[src/rtl/booth_mult_seq.sv]
// Multi-cycle radix-2 Booth multiplier with start/busy/ready handshake.
// Signed or unsigned WIDTH-bit operands give a full 2*WIDTH-bit product; latency is fixed.
module booth_mult_seq #(
  parameter int WIDTH = 32
) (
  input  logic                 clock,
  input  logic                 reset_n,
  input  logic                 start,
  input  logic                 is_signed,
  input  logic [WIDTH-1:0]     multiplicand,
  input  logic [WIDTH-1:0]     multiplier,
  output logic [2*WIDTH-1:0]   product,
  output logic [WIDTH-1:0]     result,
  output logic                 exception,
  output logic                 busy,
  output logic                 ready
);

  localparam int CNT_W = $clog2(WIDTH + 2);

  typedef enum logic [1:0] {IDLE, RUN, DONE} state_t;

  state_t             state, state_n;
  logic [WIDTH+1:0]   acc;
  logic [WIDTH:0]     q;
  logic [WIDTH:0]     mcand;
  logic               q_1;
  logic               sgn;
  logic [CNT_W-1:0]   cnt;

  logic [WIDTH:0]     a_ext, b_ext;
  logic [WIDTH+1:0]   mc2, sum;
  logic [WIDTH+1:0]   acc_sh;
  logic [WIDTH:0]     q_sh;
  logic [2*WIDTH-1:0] prod_n;
  logic [WIDTH:0]     top_n;
  logic               exc_n;
  logic               last;

  always_comb begin
    a_ext = is_signed ? {multiplicand[WIDTH-1], multiplicand} : {1'b0, multiplicand};
    b_ext = is_signed ? {multiplier[WIDTH-1], multiplier} : {1'b0, multiplier};
  end

  // One Booth step; the final step feeds the product register directly.
  always_comb begin
    mc2 = {mcand[WIDTH], mcand};
    sum = acc;
    case ({q[0], q_1})
      2'b10:   sum = acc - mc2;
      2'b01:   sum = acc + mc2;
      default: sum = acc;
    endcase
    acc_sh = {sum[WIDTH+1], sum[WIDTH+1:1]};
    q_sh   = {sum[0], q[WIDTH:1]};
    prod_n = {acc_sh[WIDTH-2:0], q_sh};
    top_n  = prod_n[2*WIDTH-1:WIDTH-1];
    if (sgn) exc_n = !((&top_n) || (top_n == '0));
    else     exc_n = (prod_n[2*WIDTH-1:WIDTH] != '0);
    last = (cnt == CNT_W'(WIDTH));
  end

  always_comb begin
    state_n = state;
    case (state)
      IDLE:    if (start) state_n = RUN;
      RUN:     if (last) state_n = DONE;
      DONE:    state_n = IDLE;
      default: state_n = IDLE;
    endcase
  end

  always_ff @(posedge clock or negedge reset_n) begin
    if (!reset_n) begin
      state     <= IDLE;
      acc       <= '0;
      q         <= '0;
      q_1       <= 1'b0;
      mcand     <= '0;
      sgn       <= 1'b0;
      cnt       <= '0;
      product   <= '0;
      exception <= 1'b0;
      ready     <= 1'b0;
    end else begin
      state <= state_n;
      ready <= (state == DONE);
      case (state)
        IDLE: if (start) begin
          mcand <= a_ext;
          q     <= b_ext;
          acc   <= '0;
          q_1   <= 1'b0;
          sgn   <= is_signed;
          cnt   <= '0;
        end
        RUN: begin
          acc <= acc_sh;
          q   <= q_sh;
          q_1 <= q[0];
          cnt <= cnt + 1'b1;
          if (last) begin
            product   <= prod_n;
            exception <= exc_n;
          end
        end
        default: ;
      endcase
    end
  end

  assign result = product[WIDTH-1:0];
  assign busy   = (state != IDLE);

endmodule
[config.mk]
export PLATFORM = sky130hd
export DESIGN_NAME = booth_mult_seq
export DESIGN_NICKNAME = d
export VERILOG_FILES = /design/src/rtl/booth_mult_seq.sv
export SDC_FILE = /design/constraint.sdc
export NUM_CORES = 1
export LEC_CHECK = 0
export CORE_ASPECT_RATIO = 0.75
export CORE_MARGIN = 4
export CORE_UTILIZATION = 59
export CTS_BUF_LIST = sky130_fd_sc_hd__clkbuf_16
export DETAILED_ROUTE_END_ITERATION = 8
export HOLD_SLACK_MARGIN = 0.02
export PLACE_DENSITY = 0.87
export REMOVE_ABC_BUFFERS = 1
export SLEW_MARGIN = 10
export SYNTH_ARGS = -nofsm -noshare
export SYNTH_HDL_FRONTEND = slang
export SYNTH_SLANG_ARGS = --single-unit
[constraint.sdc]
create_clock -name clock -period 12.1 [get_ports clock]
set_input_delay 2.42 -clock clock [delete_from_list [all_inputs] [get_ports clock]]
set_output_delay 2.42 -clock clock [all_outputs]
set_load 0.005 [all_outputs]
Yosys cells after proc, flatten, opt, wreduce, memory -nomap -nowiden:

Cells that the tools add are included.
W data, S select, Z words.

* logic and storage cells: 47
* bits of input ports: 68
* bits in registers: 176
* output and inout bits: 99

* reductions and logical operators: 12
* muxes and demuxes: 15
* add/sub/neg operators: 3
* equal/unequal tests: 7

Operators with widths (number)
* $pmux W34 S2: 2
* $mux W33: 3
* $pmux W33 S2: 1
* $add A34 B34 Y34: 1
* $mux W34: 1
* $sub A34 B34 Y34: 1
* $logic_not A33 Y1: 1
* $reduce_and A33 Y1: 1
* $reduce_bool A32 Y1: 1
* $pmux W6 S2: 1
* $reduce_and A2 Y1: 4
* $add A6 B1 Y6 const B: 1
* $eq A6 B6 Y1 const B: 1
* $mux W6: 1
* $eq A2 B1 Y1 const B: 2
* $eq A2 B2 Y1 const B: 2
* $mux W2: 2
* $ne A2 B2 Y1 const B: 2
* $pmux W2 S2: 1
* $reduce_bool A2 Y1: 2
* $logic_not A2 Y1: 1
* $mux W1: 2
* $pmux W1 S2: 1
* $logic_not A1 Y1: 1
* $logic_or A1 B1 Y1: 1

Depth between registers and ports, before layout:

* word-level depth: 6
* mapped depth: 22
* depth with buffers taken out: 21

Worst setup path after synthesis:

OpenSTA, ideal clock, no wires.

* kind: flip-flop to flip-flop
* start: reg mcand[8]
* end: reg exception
* stages on the path, launching flop included: 20
* data required time: 11.973 ns
* slack: 7.289 ns
* arrival: 4.684 ns
* period minus slack after synthesis: 4.811 ns
* path buffers: 0
* setup time: 0.127 ns
* cell sequence: dfrtp_1 -> or4_1 -> nor3_1 -> nand3_1 -> nor2_1 -> nand2_1 -> nor4b_1 -> nor2_1 -> xnor2_1 -> ha_1 -> a21oi_1 -> o21ai_1 -> a221o_1 -> or2_1 -> o21a_1 -> o211a_1 -> nor2_1 -> or4b_1 -> o311ai_1 -> nand2_1

* cells in the longest elaborated chain, start to end: 6
* elaborated cells on any way between the ends: 9
* those cells by class: 2 x add/sub; 2 x mux; 5 x reduce/logical

RTL lines
* start, declared: line 26 `logic [WIDTH:0] mcand;`
* start signal, assigned: line 90 `mcand <= a_ext;`
* $add A34 B34 Y34 / $sub A34 B34 Y34 (equally long branches): line 51, 50
* $pmux W34 S2 *: line 49 `case ({q[0], q_1})`
* $reduce_and A33 Y1 / $logic_not A33 Y1 (equally long branches): line 58 `if (sgn) exc_n = !((&top_n) || (top_n == '0));`
* $logic_or A1 B1 Y1: line 58
* $logic_not A1 Y1: line 58
* $mux W1 *: line 58
* end signal, assigned: line 104 `exception <= exc_n;`
* end, declared: line 14 `output logic exception,`

Mark *: on every way between the ends. The rest lies on a longest branch, timed or not.
A chain may end at the register's enable or synchronous reset.

Final worst setup path:

Ends and elaborated chain as after synthesis.

==> results.sh <==
export IMPL_grt_max_degree=105
export IMPL_avgSynthCellArea_um2=8.30
export IMPL_crit_slowest_cell="or4_1"
export IMPL_htreeDepth=4
export IMPL_cp_max_fo=7
export IMPL_cpPeakStageDelay_ps=550
export IMPL_worstHoldPathCells=2
export IMPL_drc=0
export IMPL_dp_cells=1529
export IMPL_via_per_inst=6.08
export IMPL_worst_setup_path_start_kind="register"
export IMPL_instances_no_fill=1561
export IMPL_worst_setup_path_end_kind="register"
export IMPL_cts_resized_gates=0
export IMPL_hold_viol=0
export IMPL_seq_area_frac_synth=0.428
export IMPL_cts_root_buffer="clkbuf_16"
export IMPL_grt_pass1_wl_um=46700
export IMPL_post_cts_setup_buffer_count=0
export IMPL_initial_core_util=0.604
export IMPL_clk_path_buf_depth=2
export IMPL_r2r_cells=19
export IMPL_initialDrtViolationCount=736
export IMPL_cap_violations=0
export IMPL_worst_path_stages=19
export IMPL_grt_total_usage=0.294
export IMPL_cp_common_cell="nor2_1"
export IMPL_vias=9487
export IMPL_status="finished clean"
export IMPL_yosysUniqueCellTypes=80
export IMPL_cts_buffers=17
export IMPL_place_hpwl_um=19500
export IMPL_grt_pass1_vias=9227
export IMPL_async_flop_share=1.00
export IMPL_max_freq_mhz=182
export IMPL_layout_min_cycle_time_ps=5490
export IMPL_utilization=0.730
export IMPL_gp_congestion=0.908
export IMPL_cts_sinks=175
export IMPL_antenna_left=0
export IMPL_antenna_cells=0
export IMPL_finalSetupTns_ps=0
export IMPL_required_ps=12430
export IMPL_worstPathCellList="or4_1, nor3_1, nand3_1, nor2_1, nand2_1, nor4b_1, nor2_1, xnor2_1, ha_1, a21oi_1, o21ai_1, a221o_1, or2_1, o21a_1, o211a_1, nor2_1, or4b_1, o311ai_1, nand2_1"
export IMPL_cts_hold_buf=0
export IMPL_grt_overflow_total=0
export IMPL_yosys_warnings=0
export IMPL_worst_pin_slew_ps=1160
export IMPL_drive_gt1_frac=0.0453
export IMPL_path_buf_inv=0
export IMPL_cp_top_family="simple AND/OR/NAND/NOR gates"
export IMPL_core_area_mm2=0.0169
export IMPL_crit_arrival_ps=5810
export IMPL_hold_path_class="reg -> reg"
export IMPL_rsz0062_at_grt="no"
export IMPL_period_share=0.453
export IMPL_finClkSkew_ps=13.5
export IMPL_ioPinCount=167
export IMPL_area_growth_pct=20.8
export IMPL_netlist_instances=1233
export IMPL_row_count=41
export IMPL_first_pass_iters=6
export IMPL_routedWlPerCell_um=17.9
export IMPL_antenna_found_initial=0
export IMPL_synthesis_area_mm2=0.0102
export IMPL_path_clk_slew_ps=70
export IMPL_die_area_mm2=0.0195
export IMPL_ys_ff_latch=175
export IMPL_die_y_um=122
export IMPL_drv_slew=0
export IMPL_routed_wl_um=27900
export IMPL_layout_nets=1443
export IMPL_ys_flop_type="dfrtp_1"
export IMPL_die_x_um=160
export IMPL_synth_edff_count=0
export IMPL_relSlewSlack=0.227
export IMPL_tritoncts="built"
export IMPL_worst_skew_pair_late_latency_ps=440
export IMPL_worstSetupPathType="reg -> reg"
export IMPL_setup_viol=0
export IMPL_io_buffers=166
[worst paths after layout]
check | end | slack (ps) | start
max | exception | 6610 | mcand[8]
min | product[40] | 480 | product[40]
max reg2reg | exception | 6610 | mcand[8]
min reg2reg | product[40] | 480 | product[40]
max in group asynchronous | q[28] | 8540 | reset_n
min in group asynchronous | q[3] | 2050 | reset_n
[placed cells by master (no fill, tap or decap), drive strengths merged, types with 10 or more instances in the layout]
cell type / n
nand4: 10
nor3: 18
xnor2: 15
dfrtp: 175
nor2: 122
nand2: 268
o21ai: 116
a21oi: 70
clkbuf: 17
nand3: 43
ha: 41
o22ai: 31
clkdlybuf4s50: 165
inv: 34
a31oi: 12
o211ai: 11
buf: 10
xor2: 25
[tightest hold or removal path: stages (launching register included)]
cell	delay (ps)
dfrtp_1	340
nand2_1	40
o21ai_0	60
[synthesized netlist by cell type, types with 7 or more instances]
library cell,n,share of area
a211oi_1,9,0.0066
a21o_1,8,0.0059
and2_1,7,0.0043
mux2i_1,7,0.0069
xnor2_1,15,0.013
nand3_1,42,0.021
clkbuf_1,53,0.019
nor3_1,17,0.0083
and3_1,7,0.0043
o21ai_0,103,0.050
nand4_1,10,0.0061
a21oi_1,67,0.033
nor2_1,122,0.045
o211ai_1,10,0.0073
nor4_1,7,0.0043
ha_1,41,0.050
xor2_1,25,0.021
o21ai_1,13,0.0064
nand2_1,268,0.098
buf_4,32,0.023
o22ai_1,31,0.019
a31oi_1,12,0.0073
buf_1,8,0.0029
inv_1,25,0.0092
dfrtp_1,175,0.43
[layer usage]
metal	vias to the layer above	share of wire	track usage	wire length [µm]
met5	-	0	0	0
li1	4488	-	-	-
met4	0	0.026	0.103	735
met1	4556	0.44	0.403	12200
met2	382	0.45	0.460	12700
met3	61	0.083	0.0744	2310
[sequential cells by signal, summed over array words and instances, names as in the netlist]
register / count
q_1: 1
sgn: 1
ready: 1
cnt: 6
mcand: 33
state: 2
product: 64
exception: 1
acc: 33
q: 33
[per-stage QoR]
| stage | setup slack, ps | hold slack, ps | area, µm² |
|---|---|---|---|
| floorplan | 6790 | 440 | 9750 |
| global placement | 6880 | 461 | 11800 |
| CTS | 6620 | 484 | 12400 |
| finish | 6610 | 478 | 12400 |
| detailed placement | 6620 | 469 | 11800 |
| global route | 6070 | 505 | 12400 |
[area by class of cell]
class | instances | area [µm²]
Sequential cell | 175 | 4380
Inverter | 26 | 97.6
Clock buffer | 17 | 425
Tap cell | 215 | 269
Fill cell | 1287 | 4570
Clock inverter | 15 | 168
Timing Repair Buffer | 175 | 1730
Multi-Input combinational cell | 938 | 5290
[cells by family after synthesis]
group,Yosys count,share of synthesized area
buf+inv,120,0.0559
flops,175,0.428
xor+xnor,40,0.0343
fa+ha+maj,42,0.0521
simple gates,532,0.230
mux,9,0.00905
compound gates,315,0.191
Power is left out: the tool's default activity adds up to more than one toggle a clock period on the data nets, which glitch-free logic cannot reach.
